## src/rtl/sync_fifo_mem.sv

```systemverilog
// Storage for sync_fifo: a DEPTH x WIDTH register array with one synchronous
// write port and one registered read port. Only the read register is reset;
// the array contents are don't-care after reset.
module sync_fifo_mem #(
  parameter int WIDTH = 8,
  parameter int DEPTH = 8,
  parameter int AW    = $clog2(DEPTH)
) (
  input  logic             clk,
  input  logic             rst,
  input  logic             wr_en,
  input  logic [AW-1:0]    wr_addr,
  input  logic [WIDTH-1:0] wr_data,
  input  logic             rd_en,
  input  logic [AW-1:0]    rd_addr,
  output logic [WIDTH-1:0] rd_data
);

  logic [WIDTH-1:0] mem [DEPTH];

  // Capture the incoming word; the array has no reset so it maps onto plain flops or RAM.
  always_ff @(posedge clk) begin
    if (wr_en) begin
      mem[wr_addr] <= wr_data;
    end
  end

  // Registered read; a same-edge write is not visible here, so there is no write-to-read bypass.
  always_ff @(posedge clk or posedge rst) begin
    if (rst) begin
      rd_data <= '0;
    end else if (rd_en) begin
      rd_data <= mem[rd_addr];
    end
  end

endmodule

```

## src/rtl/sync_fifo.sv

```systemverilog
// Single-clock FIFO. The pointers carry one extra wrap bit so full and empty
// can be told apart when the addresses match. Flags are combinational from the
// registered pointers, so they change in the cycle after the accepting edge.
module sync_fifo #(
  parameter int WIDTH = 8,
  parameter int DEPTH = 8
) (
  input  logic             clk,
  input  logic             rst,
  input  logic             wr_en,
  input  logic [WIDTH-1:0] wr_data,
  input  logic             rd_en,
  output logic [WIDTH-1:0] rd_data,
  output logic             full,
  output logic             empty
);

  localparam int AW = $clog2(DEPTH);
  localparam int PW = AW + 1;

  logic [PW-1:0] wr_ptr;
  logic [PW-1:0] rd_ptr;
  logic          wr_accept;
  logic          rd_accept;

  // Flags come straight from the pointers; the wrap bit distinguishes full from empty.
  always_comb begin
    empty = (wr_ptr == rd_ptr);
    full  = (wr_ptr[AW-1:0] == rd_ptr[AW-1:0]) && (wr_ptr[AW] != rd_ptr[AW]);
  end

  // Each request is judged on its own against the flags seen at this edge.
  always_comb begin
    wr_accept = wr_en && !full;
    rd_accept = rd_en && !empty;
  end

  // Pointer advance; wrapping past DEPTH-1 falls out of the modulo-2^PW increment.
  always_ff @(posedge clk or posedge rst) begin
    if (rst) begin
      wr_ptr <= '0;
      rd_ptr <= '0;
    end else begin
      if (wr_accept) begin
        wr_ptr <= wr_ptr + PW'(1);
      end
      if (rd_accept) begin
        rd_ptr <= rd_ptr + PW'(1);
      end
    end
  end

  sync_fifo_mem #(
    .WIDTH (WIDTH),
    .DEPTH (DEPTH),
    .AW    (AW)
  ) u_mem (
    .clk     (clk),
    .rst     (rst),
    .wr_en   (wr_accept),
    .wr_addr (wr_ptr[AW-1:0]),
    .wr_data (wr_data),
    .rd_en   (rd_accept),
    .rd_addr (rd_ptr[AW-1:0]),
    .rd_data (rd_data)
  );

endmodule

```

## config.mk

```make
export PLATFORM = sky130hd
export DESIGN_NAME = sync_fifo
export DESIGN_NICKNAME = d
export VERILOG_FILES = /design/src/rtl/sync_fifo_mem.sv /design/src/rtl/sync_fifo.sv
export SDC_FILE = /design/constraint.sdc
export NUM_CORES = 1
export LEC_CHECK = 0
export BUFFER_PORTS_ARGS = -buffer_cell sky130_fd_sc_hd__buf_4
export CAP_MARGIN = 30
export CORE_AREA = 2 2 89 91
export CTS_BUF_LIST = sky130_fd_sc_hd__clkbuf_16
export DETAILED_ROUTE_END_ITERATION = 7
export DIE_AREA = 0 0 91 93
export GPL_TIMING_DRIVEN = 0
export PLACE_DENSITY = 0.7
export SYNTH_ARGS = -nofsm -noshare
export SYNTH_HDL_FRONTEND = slang
export SYNTH_SLANG_ARGS = --single-unit
```

## constraint.sdc

```tcl
create_clock -name clk -period 3.05 [get_ports clk]
set_clock_uncertainty 0.15 [all_clocks]
set_input_delay 0.61 -clock clk [delete_from_list [all_inputs] [get_ports clk]]
set_output_delay 0.61 -clock clk [all_outputs]
set_load 0.01 [all_outputs]
```

# ---- After elaboration in Yosys (flattened, before gate mapping)
# Memory sizes are Yosys's and may differ from the RTL's. A register that Yosys moved wholly into a read port is not among the register bits.
# Index checks and enable logic that the tools add are counted.
dict set report totals {
  ff_bits 8
  mem_bits_rw 64
  inputBits 12
  out_inout_bits 10
  word_cells 15
  n_memories 1
}
# memory depth word_bits rd rd_clocked_by_memory_dff wr line_no
set mem_list {}
lappend mem_list {u_mem.mem 8 8 1 1 1 sync_fifo_mem.sv:19} ;# logic [WIDTH-1:0] mem [DEPTH];
dict set report op_classes {
  add_sub_neg 2
  n_eq_ne 3
  n_mux 2
  n_reduce_logical 5
}
# operator count
set ops {}
lappend ops {{adder 4 x 1 -> 4 bit, second input constant} 2}
lappend ops {{equality test 4 bit} 1}
lappend ops {{equality test 3 bit} 1}
lappend ops {{logical AND 1 bit} 3}
lappend ops {{logical NOT 1 bit} 2}
lappend ops {{2-to-1 mux 1 bit} 2}
lappend ops {{!= test 1 bit} 1}

# ---- Logic depth before layout (Yosys ltp)
# Gate-level depths: netlist of the first run.
dict set report depth {
  word_depth 6
  depth_mapped 6
  ltp_nobuf 4
}

# ---- Modules after synthesis
# Synthesis of the first run repeated with hierarchy kept, for this count alone.
dict set report hier_totals {
  cells_unflattened 215
  area_unflattened_um2 3428.3
}
# mod instances cells_each area_per_inst_um2 seq_area_each_um2
set modules_own_cells {}
lappend modules_own_cells {sync_fifo_mem 1 170 2865.2 2122.0}
lappend modules_own_cells {sync_fifo 1 45 563.0 200.2}

# ---- Worst setup path before layout of the first run
# No wires, ideal clock.
dict set report synth_timing {
  path_type {reg-to-reg}
  startpoint {register rd_ptr[1]}
  endpoint {memory u_mem.mem[1][0] (enable)}
  setup_ns 0.383
  t_arrival_ns 1.822
  t_required_ns 2.517
  path_slack_ns 0.695
  stages_incl_launch_ff 6
  n_path_buf 1
  period_less_slack_ns 2.355
  path_cell_list {dfrtp_1 > buf_4 > xor2_2 > o41ai_4 > or2_1 > nor3_1}
}
dict set report synth_via {
  elab_chain_len 6
}
# item line_no
set synth_rtl {}
lappend synth_rtl {{from (decl)} sync_fifo.sv:22} ;# logic [PW-1:0] rd_ptr;
lappend synth_rtl {{from (signal assigned)} sync_fifo.sv:48} ;# rd_ptr <= rd_ptr + PW'(1);
lappend synth_rtl {{equality test 3 bit} sync_fifo.sv:29} ;# full = (wr_ptr[AW-1:0] == rd_ptr[AW-1:0]) && (wr_ptr[AW] != rd_ptr[AW]);
lappend synth_rtl {{logical AND 1 bit} sync_fifo.sv:29}
lappend synth_rtl {{logical NOT 1 bit} sync_fifo.sv:34} ;# wr_accept = wr_en && !full;
lappend synth_rtl {{logical AND 1 bit} sync_fifo.sv:34}
lappend synth_rtl {{2-to-1 mux 1 bit} sync_fifo_mem.sv:23} ;# if (wr_en) begin
lappend synth_rtl {{2-to-1 mux 1 bit (implied by the code)} sync_fifo_mem.sv:24} ;# mem[wr_addr] <= wr_data;
lappend synth_rtl {{to (decl)} sync_fifo_mem.sv:19}
# No other way between the ends.

# ---- Worst setup path in the final report of the first run
dict set report layout_timing {
  startpoint {register rd_ptr[1]}
  endpoint {memory u_mem.mem[3][1] (enable)}
}
# Same word-level chain as after synthesis.

==> impl_metrics.yaml, run 1 <==
status:
  status: "complete, no violations"
drt:
  first_pass_iters: 4
  wl_mm: 5.91
  detail-route-antenna-nets: 0
  drt_iter0_drc: 91
  wl_per_cell_um: 19.1
  drt_drc_violations_left: 0
  route.vias.total: 1549
  route.detailed.vias_per_inst: 5.01
floorplan:
  die-width_um: 91
  io-pin-count: 22
  std_cell_rows: 32
  initial_core_util: 0.433
  die_area_um2: 8460
  floorplan.core_area_um2: 7530
  fp.dieH_um: 93
layout:
  nets: 216
  ff_latch_area_um2: 2320
  antenna_cells_inserted: 0
  most-common-layout-cells: "edfxtp_1 (64), buf_4 (25), dfrtp_1 (16)"
  multiInputGateArea_um2: 875
  instances_no_fill: 309
  area_delta_synth_final_pct: 17.7
  mostFrequentLayoutCell: "edfxtp_1"
  post_route_cells_drive_above_1_share: 0.309
  n_fill_cell: 650
clock_tree:
  cts-buffers-inserted: 9
  clk-insertion-delay-late_ns: 0.34
  postCtsResizedCells: 0
  cts_tree: "yes"
  cts.clk_slew.worst_paths_ns: 0.06
  cts.hold.buffers_added: 0
  cts_buffer_depth: 2
  htreeDepth: 3
  clock_sinks: 80
  cts-root-buf: "clkbuf_16"
  setup_fix_buffers_added_after_clock_tree_synthesis: 0
setup_path:
  worst-setup-path-type: "flip-flop to flip-flop"
  cp-end-kind: "flip-flop"
  worst_ep_arrival_time_ns: 2.46
  worst_r2r_path_depth: 5
  cpLargestDelayFamily: "simple AND/OR/NAND/NOR gates"
  buffering_stage_count_on_the_worst_path_with_inverters_included: 1
  worstPathCellList: "buf_4, xor2_2, o41ai_4, or2_1, nor2_1"
  r2r-start: "rd_ptr[1]"
  timing.reg2reg.setup_slack_ns: 0.39
  critical_path.max_fanout: 10
  critical_path_required_ns: 2.85
  slowest_stage: "nor2_1"
  cp-start-kind: "flip-flop"
  longest_individual_stage_delay_on_the_worst_path_ns: 0.77
  critical_r2r_capture: "u_mem.mem[3][1]"
global_routing:
  grt_start_max_net_pins: 17
  grt_overflow_total: 0
  grt_first_pass_wirelength_mm: 9.21
  grt_antenna_before_repair: 0
  track_usage: 0.156
  grt_pass1_vias: 1624
timing:
  tightest_slew_ns: 0.983
  unrepaired_setup_endpoints_after_global_routing: "no"
  finalSetupTns_ns: 0
  final_period_minus_worst_setup_slack_ns: 2.66
  slew_headroom: 0.342
  timing.final.crit_share: 0.871
  fmax_ghz: 0.376
  setup_viol: 0
  report.final.hold_viol_count: 0
  timing.final.max_slew_violations: 0
synth:
  ys.warnings.count: 0
  synth_area_per_inst_um2: 19.2
  synth_cell_types: 29
  syn-instance-count: 170
  postSynthRegisterBits: 80
  mappedNetlistNets: 184
  synth_top_area_cell: "edfxtp_1"
  post_synth_top_area_share: 0.590
  top_post_synthesis_cells_by_area: "edfxtp_1 (59%), dfrtp_1 (12%), mux4_2 (9.0%)"
  portion_of_the_post_synthesis_area_used_by_sequential_elements: 0.713
  syn-cell-area_um2: 3260
power:
  power.leakage_nw: 1.40
  pwr_density_cell_nw_per_um2: 1000
  max-vdd-ir-drop_mv: 0.424
min_path:
  timing.hold.worst.class: "input port to asynchronous set/reset pin"
placement:
  numPortBuffers: 21
  dp.cells: 293
  place_hpwl_mm: 3.71
  globalplace.congestion: 0.687
flow_run:
  max_cap_viol_count: 0
cells in the mapped netlist:
cell,count
or2_1,1
nor3_2,1
ha_1,2
o41ai_4,2
mux2i_1,8
nand2_1,11
or2b_1,1
o21ai_0,6
edfxtp_1,64
nand2b_1,1
or2_2,1
dfrtp_1,16
mux4_1,3
xor2_2,2
mux4_2,13
xnor2_1,2
nor3_1,4
xor2_1,5
inv_1,4
nand2b_2,1
buf_2,1
nor2_1,8
xor2_4,1
buf_1,2
mux2_4,2
buf_6,1
nand3_1,1
o21ai_1,2
buf_4,4
routing by layer:
layer | global-route usage | part of all wire | wire, um
met1 | 0.205 | 0.44 | 2620
met2 | 0.236 | 0.48 | 2820
met3 | 0.0556 | 0.058 | 344
met4 | 0.0720 | 0.022 | 133
met5 | 0 | 0 | 0
worst max path at each step:
| stage | end | cells past startpoint | slack [ns] | start |
|---|---|---|---|---|
| 2_1_floorplan | u_mem.mem[1][0] | 5 | 0.69 | rd_ptr[1] |
| 3_3_place_gp | u_mem.mem[0][4] | 5 | 0.02 | rd_ptr[1] |
| 3_5_place_dp | u_mem.mem[4][4] | 5 | 0.35 | rd_ptr[1] |
| 4_1_cts | u_mem.mem[4][5] | 5 | 0.34 | rd_ptr[1] |
| 5_1_grt | u_mem.mem[4][5] | 5 | 0.25 | rd_ptr[1] |
| 6_report | u_mem.mem[3][1] | 5 | 0.39 | rd_ptr[1] |
state kept, by name, summed over array words and instances, names as in the netlist:
name,count
rd_ptr,4
u_mem.mem,64
u_mem.rd_data,8
wr_ptr,4
where the power goes:
group	internal [W]	switching, W	total, W
logic	0.000593	0.000687	0.00128
clock network	0.000618	0.000393	0.00101
registers	0.00144	0.000122	0.00156
total	0.00265	0.00120	0.00385
logic make-up (layout without fill, tap and decap cells):
family / count (synthesis) / count (layout) / synth area share
DFF: 80 / 80 / 0.713
AOI/OAI and AO/OA: 10 / 10 / 0.0292
xor gates and xnor gates: 10 / 10 / 0.0373
adders and majority gates: 2 / 2 / 0.00769
muxes: 26 / 26 / 0.148
and+or+nand+nor: 30 / 30 / 0.0434
buffers and inverters: 12 / 49 / 0.0211
cell type report:
type,instances,share of cell area
buffer,8,0.0140
clock buffer,9,0.0588
clock inverter,7,0.0144
inverter,4,0.00392
multi-input combinational,78,0.228
sequential,80,0.606
tap,102,0.0333
timing repair buffer,21,0.0411
stage by stage:
step                      cell area [um^2]  utilization  total power [W]  setup slack (ns)  hold WS [ns]
final                                 3830        0.509          0.00385             0.394         0.234
after global routing                  3830        0.509          0.00407             0.253         0.288
after CTS                             3830        0.509          0.00391             0.345         0.258
after detailed placement              3550        0.472          0.00290             0.351         0.324
after global placement                3540        0.470          0.00285            0.0232         0.314
after floorplan                       3260            -          0.00250             0.695         0.348
Power figures use the tool's default switching activity.
==> inputs of run 2 (changes only) <==
==> config.mk (replaced) <==
export PLATFORM = sky130hd
export DESIGN_NAME = sync_fifo
export DESIGN_NICKNAME = d
export VERILOG_FILES = /design/src/rtl/sync_fifo_mem.sv /design/src/rtl/sync_fifo.sv
export SDC_FILE = /design/constraint.sdc
export NUM_CORES = 1
export LEC_CHECK = 0
export BUFFER_PORTS_ARGS = -buffer_cell sky130_fd_sc_hd__buf_2
export CAP_MARGIN = 30
export CORE_AREA = 2 2 108 110
export CTS_BUF_LIST = sky130_fd_sc_hd__clkbuf_16
export DETAILED_ROUTE_END_ITERATION = 7
export DIE_AREA = 0 0 110 112
export GPL_TIMING_DRIVEN = 0
export PLACE_DENSITY = 0.53
export RECOVER_POWER = 100
export SYNTH_ARGS = -nofsm -noshare
export SYNTH_HDL_FRONTEND = slang
export SYNTH_SLANG_ARGS = --single-unit
==> run 2 against run 1 <==
  * Critical path depth did not move
  * Clock power fell by 6%
  * Sequential share of layout area rose by 1.4 points
  * First-iteration DRC count fell by 20%
  * Global-route usage fell by 4.6 points
  * Via count did not move
  * Register-to-register slack barely moved
  * Power fell by 4.7%
==> impl_metrics.yaml, run 2 (synthesis gave the netlist of run 1 again) <==
status:
  status: "complete, no violations"
placement:
  numPortBuffers: 21
  place_hpwl_mm: 3.85
  globalplace.congestion: 0.696
  dp.cells: 334
  placement.setup.worst_slack_ns: 0.326
power:
  power.leakage_nw: 1.30
  max-vdd-ir-drop_mv: 0.368
  power_frac_comb: 0.319
  clockPowerShare: 0.260
  power_report.internal_total_w: 0.00248
  seq_power_share: 0.421
  pwr_density_cell_nw_per_um2: 979
  power.net_switching_w: 0.00119
  p_sw_frac: 0.325
clock_tree:
  clock_sinks: 80
  cts.clk_slew.worst_paths_ns: 0.06
  clk-insertion-delay-late_ns: 0.33
  postCtsResizedCells: 0
  cts_tree: "yes"
  setup_fix_buffers_added_after_clock_tree_synthesis: 0
  cts-buffers-inserted: 9
  htreeDepth: 3
  cts_buffer_depth: 2
  cts-root-buf: "clkbuf_16"
  cts.hold.buffers_added: 0
global_routing:
  grt_antenna_before_repair: 0
  grt_first_pass_wirelength_mm: 9.47
  globalRouteMet1Util: 0.151
  grt_pass1_vias: 1589
  met3_grt_util: 0.0258
  grt_start_max_net_pins: 17
  track_usage: 0.111
  grt_use_met2: 0.168
  most_used_layer_global_route: "met2"
  grt_overflow_total: 0
floorplan:
  die_area_um2: 12300
  std_cell_rows: 39
  floorplan.core_area_um2: 11200
  initial_core_util: 0.291
  io-pin-count: 22
  fp.dieH_um: 112
  die-width_um: 110
timing:
  slew_headroom: 0.336
  tightest_slew_ns: 0.991
  fmax_ghz: 0.375
  unrepaired_setup_endpoints_after_global_routing: "no"
  setup_viol: 0
  fin_hold_ws_ns: 0.215
  setup_ws_ns: 0.383
  report.final.hold_viol_count: 0
  final_period_minus_worst_setup_slack_ns: 2.67
  timing.final.max_slew_violations: 0
  timing.final.crit_share: 0.874
layout:
  flip_flop_count_of_the_largest_register_all_copies_and_words_added: 64
  mostFrequentLayoutCell: "edfxtp_1"
  largest_registers: "u_mem.mem x64, u_mem.rd_data x8"
  area_delta_synth_final_pct: 15.1
  instances_no_fill: 351
  nets: 217
  post_route_cells_drive_above_1_share: 0.202
  most-common-layout-cells: "edfxtp_1 (64), clkbuf_1 (21), dfrtp_1 (16)"
  largest_register: "u_mem.mem"
  final_core_util: 0.335
  antenna_cells_inserted: 0
  n_fill_cell: 1078
setup_path:
  longest_individual_stage_delay_on_the_worst_path_ns: 0.71
  worstPathCellList: "buf_6, xor2_1, o41ai_4, or2_0, nor2_1"
  buffering_stage_count_on_the_worst_path_with_inverters_included: 1
  cpLargestDelayFamily: "simple AND/OR/NAND/NOR gates"
  worst-setup-path-type: "flip-flop to flip-flop"
  cp-end-kind: "flip-flop"
  worst_ep_arrival_time_ns: 2.47
  critical_path.max_fanout: 10
  critical_path_required_ns: 2.85
  cp-start-kind: "flip-flop"
  slowest_stage: "nor2_1"
min_path:
  timing.hold.worst.class: "input port to asynchronous set/reset pin"
drt:
  route.detailed.vias_per_inst: 4.41
  wl_mm: 6.19
  first_pass_iters: 4
  wl_per_cell_um: 17.6
  drt_drc_violations_left: 0
  drt_iter0_drc: 73
  detail-route-antenna-nets: 0
  route.vias.total: 1549
flow_run:
  max_cap_viol_count: 0
[run 2: cell types whose count changed in the layout (fill, tap and decap cells not counted), sizes merged]
cell	change
buf	-20
bufinv	-1
clkbuf	+21
clkinv	-1
clkinvlp	+2
[run 2: path summary, 6_finish.rpt]
path / endpoint / startpoint / slack, ns / depth (start not counted)
setup / recovery: u_mem.mem[3][7] / rd_ptr[0] / 0.38 / 5
hold / removal: u_mem.rd_data[2] / rst / 0.21 / 2
setup reg to reg: u_mem.mem[3][7] / rd_ptr[0] / 0.38 / 5
hold reg to reg: u_mem.rd_data[6] / u_mem.rd_data[6] / 0.33 / 2
max in group asynchronous: u_mem.rd_data[0] / rst / 2.10 / 2
min in group clk: u_mem.rd_data[6] / u_mem.rd_data[6] / 0.33 / 2
[run 2: routing by layer]
| layer | wire length [um] | up-vias |
|---|---|---|
| met5 | 0 | - |
| met4 | 135 | 0 |
| met3 | 206 | 11 |
| met2 | 2990 | 27 |
| met1 | 2850 | 788 |
| li1 | - | 723 |
[run 2: cell type report]
class                           count  area [um^2]  area share
Timing Repair Buffer               22         86.3      0.0230
Buffer                              8         46.3      0.0124
Multi-Input combinational cell     78          831       0.222
Clock buffer                        9          225      0.0601
Tap cell                          143          179      0.0478
Inverter                            4         15.0     0.00401
Clock inverter                      7         41.3      0.0110
Sequential cell                    80         2320       0.620
[run 2: power by group through the flow]
| stage | clock network (W) | logic (W) | registers, W |
|---|---|---|---|
| finish | 0.000952 | 0.00117 | 0.00154 |
| global placement | 0 | 0.00127 | 0.00156 |
| CTS | 0.000973 | 0.00131 | 0.00155 |
| global route | 0.00102 | 0.00130 | 0.00157 |
| detailed placement | 0 | 0.00130 | 0.00157 |
| floorplan | 0 | 0.000926 | 0.00157 |
[run 2: through the flow]
| step | total power (W) | TNS [ns] | area (um^2) |
|---|---|---|---|
| final | 0.00367 | 0 | 3750 |
| after global routing | 0.00389 | 0 | 3750 |
| after CTS | 0.00383 | 0 | 3820 |
| after detailed placement | 0.00288 | 0 | 3550 |
| after global placement | 0.00283 | -0.200 | 3540 |
| after floorplan | 0.00250 | 0 | 3260 |
